`src/rtl/ysyx_25040105_pkg.sv`:
```
// Shared definitions for the NPC multi-cycle sequencer: state encoding,
// halt codes and the default reset PC.
package ysyx_25040105_pkg;

  localparam logic [31:0] RESET_PC_DEFAULT = 32'h8000_0000;

  localparam logic [3:0] ST_IDLE       = 4'd0;
  localparam logic [3:0] ST_FETCH_REQ  = 4'd1;
  localparam logic [3:0] ST_FETCH_WAIT = 4'd2;
  localparam logic [3:0] ST_DECODE     = 4'd3;
  localparam logic [3:0] ST_EXEC       = 4'd4;
  localparam logic [3:0] ST_MEM_REQ    = 4'd5;
  localparam logic [3:0] ST_MEM_WAIT   = 4'd6;
  localparam logic [3:0] ST_WB         = 4'd7;
  localparam logic [3:0] ST_HALT       = 4'd8;

  typedef enum logic [3:0] {
    S_IDLE       = ST_IDLE,
    S_FETCH_REQ  = ST_FETCH_REQ,
    S_FETCH_WAIT = ST_FETCH_WAIT,
    S_DECODE     = ST_DECODE,
    S_EXEC       = ST_EXEC,
    S_MEM_REQ    = ST_MEM_REQ,
    S_MEM_WAIT   = ST_MEM_WAIT,
    S_WB         = ST_WB,
    S_HALT       = ST_HALT
  } state_e;

  localparam logic [1:0] HALT_NONE    = 2'b00;
  localparam logic [1:0] HALT_EBREAK  = 2'b01;
  localparam logic [1:0] HALT_ILLEGAL = 2'b10;
  localparam logic [1:0] HALT_TIMEOUT = 2'b11;

endpackage

```
`src/rtl/ysyx_25040105_wait_timer.sv`:
```
// Wait-state watchdog shared by FETCH_WAIT and MEM_WAIT; expired_o flags
// the last permitted cycle without a response.
module ysyx_25040105_wait_timer #(
  parameter int unsigned TIMEOUT = 16
) (
  input  logic clk,
  input  logic rst_n,
  input  logic clr_i,
  input  logic en_i,
  output logic expired_o
);

  logic [7:0] cnt_q;

  always_ff @(posedge clk or negedge rst_n) begin
    if (!rst_n) begin
      cnt_q <= 8'd0;
    end else if (clr_i) begin
      cnt_q <= 8'd0;
    end else if (en_i) begin
      cnt_q <= cnt_q + 8'd1;
    end
  end

  assign expired_o = (cnt_q == 8'(TIMEOUT - 1));

endmodule

```
`src/rtl/ysyx_25040105_core_seq.sv`:
```
// Multi-cycle fetch/decode/execute/memory/writeback sequencer for the NPC
// core; owns PC, instruction latch, rf write strobe, halt status and counters.
module ysyx_25040105_core_seq
  import ysyx_25040105_pkg::*;
#(
  parameter logic [31:0] RESET_PC = RESET_PC_DEFAULT,
  parameter int unsigned TIMEOUT  = 16
) (
  input  logic        clk,
  input  logic        rst_n,
  output logic        imem_req_valid,
  input  logic        imem_req_ready,
  output logic [31:0] imem_addr,
  input  logic        imem_rsp_valid,
  input  logic [31:0] imem_rdata,
  output logic [31:0] inst,
  output logic [31:0] pc,
  input  logic [31:0] next_pc,
  input  logic        dec_is_load,
  input  logic        dec_is_store,
  input  logic        dec_is_ebreak,
  input  logic        dec_illegal,
  input  logic        dec_reg_wen,
  output logic        dmem_req_valid,
  input  logic        dmem_req_ready,
  input  logic        dmem_rsp_valid,
  output logic        rf_wen,
  output logic        halt,
  output logic [1:0]  halt_code,
  output logic [63:0] cycle_cnt,
  output logic [63:0] instret
);

  state_e      state_q, state_d;
  logic [31:0] pc_q, pc_d, inst_q, inst_d;
  logic [1:0]  halt_code_q, halt_code_d;
  logic        ld_q, ld_d, st_q, st_d, wen_q, wen_d;
  logic [63:0] cycle_q, instret_q;
  logic        retire;
  logic        waiting, wait_rsp, tmr_expired;

  assign waiting  = (state_q == S_FETCH_WAIT) || (state_q == S_MEM_WAIT);
  assign wait_rsp = (state_q == S_FETCH_WAIT) ? imem_rsp_valid : dmem_rsp_valid;

  ysyx_25040105_wait_timer #(.TIMEOUT(TIMEOUT)) u_wait_timer (
    .clk       (clk),
    .rst_n     (rst_n),
    .clr_i     (!waiting),
    .en_i      (waiting && !wait_rsp),
    .expired_o (tmr_expired)
  );

  always_comb begin
    state_d     = state_q;
    pc_d        = pc_q;
    inst_d      = inst_q;
    halt_code_d = halt_code_q;
    ld_d        = ld_q;
    st_d        = st_q;
    wen_d       = wen_q;
    retire      = 1'b0;
    case (state_q)
      S_IDLE:      state_d = S_FETCH_REQ;
      S_FETCH_REQ: if (imem_req_ready) state_d = S_FETCH_WAIT;
      S_FETCH_WAIT: begin
        if (imem_rsp_valid) begin
          inst_d  = imem_rdata;
          state_d = S_DECODE;
        end else if (tmr_expired) begin
          state_d     = S_HALT;
          halt_code_d = HALT_TIMEOUT;
        end
      end
      S_DECODE: begin
        ld_d  = dec_is_load;
        st_d  = dec_is_store;
        wen_d = dec_reg_wen;
        if (dec_illegal || (dec_is_load && dec_is_store)) begin
          state_d     = S_HALT;
          halt_code_d = HALT_ILLEGAL;
        end else if (dec_is_ebreak) begin
          state_d     = S_HALT;
          halt_code_d = HALT_EBREAK;
          retire      = 1'b1;
        end else begin
          state_d = S_EXEC;
        end
      end
      S_EXEC:    state_d = (ld_q || st_q) ? S_MEM_REQ : S_WB;
      S_MEM_REQ: if (dmem_req_ready) state_d = S_MEM_WAIT;
      S_MEM_WAIT: begin
        if (dmem_rsp_valid) begin
          state_d = S_WB;
        end else if (tmr_expired) begin
          state_d     = S_HALT;
          halt_code_d = HALT_TIMEOUT;
        end
      end
      S_WB: begin
        pc_d    = next_pc;
        retire  = 1'b1;
        state_d = S_FETCH_REQ;
      end
      S_HALT:  state_d = S_HALT;
      default: state_d = S_IDLE;
    endcase
  end

  always_ff @(posedge clk or negedge rst_n) begin
    if (!rst_n) begin
      state_q     <= S_IDLE;
      pc_q        <= RESET_PC;
      inst_q      <= 32'd0;
      halt_code_q <= HALT_NONE;
      ld_q        <= 1'b0;
      st_q        <= 1'b0;
      wen_q       <= 1'b0;
      cycle_q     <= 64'd0;
      instret_q   <= 64'd0;
    end else begin
      state_q     <= state_d;
      pc_q        <= pc_d;
      inst_q      <= inst_d;
      halt_code_q <= halt_code_d;
      ld_q        <= ld_d;
      st_q        <= st_d;
      wen_q       <= wen_d;
      if (state_q != S_HALT) cycle_q <= cycle_q + 64'd1;
      if (retire) instret_q <= instret_q + 64'd1;
    end
  end

  // All outputs are pure state decodes; no ready/valid input reaches them.
  assign imem_req_valid = (state_q == S_FETCH_REQ);
  assign imem_addr      = pc_q;
  assign dmem_req_valid = (state_q == S_MEM_REQ);
  assign rf_wen         = (state_q == S_WB) && wen_q && !st_q;
  assign halt           = (state_q == S_HALT);
  assign halt_code      = halt_code_q;
  assign inst           = inst_q;
  assign pc             = pc_q;
  assign cycle_cnt      = cycle_q;
  assign instret        = instret_q;

endmodule

```
`config.mk`:
```
export PLATFORM = sky130hd
export DESIGN_NAME = ysyx_25040105_core_seq
export DESIGN_NICKNAME = d
export VERILOG_FILES = /design/src/rtl/ysyx_25040105_pkg.sv /design/src/rtl/ysyx_25040105_wait_timer.sv /design/src/rtl/ysyx_25040105_core_seq.sv
export SDC_FILE = /design/constraint.sdc
export NUM_CORES = 1
export LEC_CHECK = 0
export ABC_AREA = 1
export CAP_MARGIN = 40
export CELL_PAD_IN_SITES_DETAIL_PLACEMENT = 0
export CELL_PAD_IN_SITES_GLOBAL_PLACEMENT = 1
export CORE_AREA = 2 2 189 191
export DETAILED_ROUTE_END_ITERATION = 10
export DIE_AREA = 0 0 191 193
export GPL_ROUTABILITY_DRIVEN = 0
export PLACE_DENSITY = 0.8
export SYNTH_ARGS = -nofsm -noshare
export SYNTH_HDL_FRONTEND = slang
export SYNTH_SLANG_ARGS = --single-unit
export TNS_END_PERCENT = 5
```
`constraint.sdc`:
```
create_clock -name clk -period 1.6 [get_ports clk]
set_input_delay 0.32 -clock clk [delete_from_list [all_inputs] [get_ports clk]]
set_output_delay 0.32 -clock clk [all_outputs]
set_load 0.005 [all_outputs]
```
==> metrics.yaml <==
yosys.area_share.adder_pct: 0.3408
num_rows: 69
path_delay_family: "flip-flops"
p_int_w: 0.01345
cts_buffers: 26
worstSetupStartpointType: "flop"
utilization_pct: 53.20
synthesis.nets: 1481
synth-simple-area-share_pct: 32.56
crit_required_ns: 1.28
fin_ws_ns: -0.2274
drv_slew: 0
power_density_mw_per_mm2: 1034
drc: 0
muxShareOfSynthArea_pct: 3.271
wl_per_cell_um: 15.70
gr-total-overflow: 0
synth_top_family_by_area: "simple AND/OR/NAND/NOR gates"
r2r_slack_ns: -0.18
die_w_um: 191
crit_type: "reg2out"
area_growth_pct: 68.85
min_period_over_period_pct: 114.2
synth.top_cell.area_share_pct: 47.25
finalSetupViolCount: 140
hold_ws_ns: 0.2873
slew-limit-headroom_pct: 72.55
synthArstFlopShare_pct: 100.0
rsz0062_at_grt: "true"
hp-class: "in2async"
status: "complete, but fails checks"
final_cell_mix: "nand2_1, buf_4, dfrtp_1"
netSwitchingPower_w: 0.005783
ir_drop_v: 0.0008922
ys.flop_type: "dfrtp_1"
yosysSeqAreaShare_pct: 47.49
final_common_cell: "nand2_1"
clkPwrFrac_pct: 31.3
ys_seq_elements: 209
design.die.area_sq_mm: 0.03686
port_buffers: 304
nNetsFinal: 2152
cts_tree: "yes"
core_sq_mm: 0.03496
fin_tns_setup_ns: -11.81
place_ws_ns: -0.6516
fin_skew_ns: 0.01200
grt_pass1_wl_um: 61810
worst_pin_slew_ns: 0.4118
hold_viol: 0
maxCapViolCount: 0
cp_slowest_cell: "dfrtp_1"
root_buffer: "clkbuf_16"
fin_crit_ns: 1.827
syn-instance-count: 1403
track_usage_pct: 21.18
antennaDiodeCount: 0
first_pass_iters: 7
routed_wl_um: 40110
hpwl_um: 29200
grt_max_degree: 47
synth_area_sq_mm: 0.01102
synth.distinct_cells: 35
start_util_pct: 31.50
synthTopCellsByArea: "dfrtp_1, nand2_1, nor2_1"
arrival_ns: 1.51
postRouteAntennaNets: 0
violations: "negative setup slack"
power_frac_comb_pct: 32.4
switching_share_pct: 30.06
antenna_found_initial: 0
cts.sinks: 209
clockBufferDepth: 3
worst-path-max-fanout: 2
ys_warn_count: 0
syn_avg_cell_area_sq_um: 7.851
max_stage_delay_ns: 0.40
synth_compound_area_share_pct: 1.704
synth_edf_count: 0
pwr-share-seq_pct: 36.3
p_leak_nw: 9.093
vias: 11750
insertion_delay_ns: 0.53
synth_xor_area_share_pct: 6.917
h-tree-depth: 1
grt_pass1_vias: 11790
layout.cells.non_filler: 2555
timing.fmax_mhz: 547.2
cp-end-kind: "output pin"
drive_gt1_share_pct: 35.48
numPlacedInstances: 2401
crit_buf_inv: 2
cp_cell_sequence: "nor2_2, nand3_4, inv_6, buf_2"
fp.dieH_um: 193
cts.reportedPaths.clkPinSlew_ns: 0.06
io_pins: 305
drt-initial-drc-count: 629
post-synth-top-area-cell: "dfrtp_1"
via_per_inst: 4.599
[path summary, 6_finish.rpt]
path	startpoint	endpoint	depth (start not counted)
worst max-delay path	state_q[1]$_DFFE_PN0P_	halt	4
worst min register to register	halt_code[1]$_DFFE_PN0P_	halt_code[1]$_DFFE_PN0P_	2
max in group asynchronous	rst_n	instret[51]$_DFFE_PN0P_	3
worst max register to register	state_q[3]$_DFFE_PN0P_	instret[33]$_DFFE_PN0P_	12
min in group clk	next_pc[31]	imem_addr[31]$_DFFE_PN1P_	3
worst min-delay path	rst_n	cycle_cnt[48]$_DFFE_PN0P_	2
[Yosys cell counts, types with 3 or more instances]
| library cell | number |
|---|---|
| nor3_1 | 21 |
| o21ai_0 | 15 |
| nand4_1 | 37 |
| o22ai_1 | 3 |
| clkbuf_1 | 6 |
| inv_2 | 3 |
| nor2_4 | 5 |
| nor4_1 | 5 |
| nor2_2 | 9 |
| nand2_2 | 4 |
| o21bai_1 | 3 |
| buf_2 | 7 |
| xnor2_1 | 37 |
| inv_1 | 141 |
| nor2_1 | 217 |
| nand3b_1 | 16 |
| buf_4 | 32 |
| xor2_1 | 50 |
| nand3_2 | 6 |
| a21oi_1 | 5 |
| nand3_1 | 63 |
| ha_1 | 3 |
| dfrtp_1 | 208 |
| nand2_1 | 463 |
| mux2_2 | 32 |
[cells by family after synthesis]
family / Yosys count
AND/OR/NAND/NOR: 850
XOR/XNOR: 87
multiplexers: 32
flip-flops: 209
AO/OA/AOI/OAI: 32
buffers and inverters: 190
adder cells (fa/ha/maj): 3
[final cells by class]
cell class / instances / area (sq um)
tap: 461 / 576.8
fill: 3350 / 16360
clock buffer: 36 / 759.5
inverter: 144 / 553.0
sequential: 209 / 5264
timing repair buffer: 689 / 5776
multi-input combinational: 1004 / 5557
clock inverter: 12 / 115.1
[power by group through the flow]
stage	Combinational (W)	Sequential (W)	Clock (W)
2_1_floorplan	0.00224	0.00714	0
3_3_place_gp	0.00598	0.00709	0
3_5_place_dp	0.00607	0.00714	0
4_1_cts	0.00587	0.00697	0.00616
5_1_grt	0.00675	0.00712	0.00641
6_report	0.00624	0.00698	0.00602
[registers in the layout, indices dropped and copies added (netlist names)]
name and count:
cycle_cnt 64, ld_q 1, st_q 1, u_wait_timer.cnt_q 8, state_q 4, inst 32, imem_addr 32, wen_q 1
halt_code 2, instret 64
[timing repair]
| item | 4_1_cts | 5_1_grt |
|---|---|---|
| setup endpoints to repair | 369 | 265 |
| cloned | 0 | 1 |
| gates resized for setup | 539 | 206 |
| hold endpoints to repair | 28 | 0 |
| hold buffers | 1 | 0 |
| pin swaps | 9 | 49 |
| setup buffers | 84 | 20 |
[metal layers]
metal	global-route usage [%]	share of wire, %	vias to the layer above
li1	-	-	5729
met3	3.204	5.1	81
met5	0	0	-
met4	7.156	3.2	0
met2	38.03	50	313
met1	25.92	41	5628
[per-stage QoR]
step	instance area, sq um	total power [W]
after floorplan	11040	0.009380
after global placement	16500	0.01307
after detailed placement	16500	0.01321
after CTS	18100	0.01901
after global routing	18600	0.02027
final	18600	0.01924
Note: power is estimated with default switching activity, not from simulation.
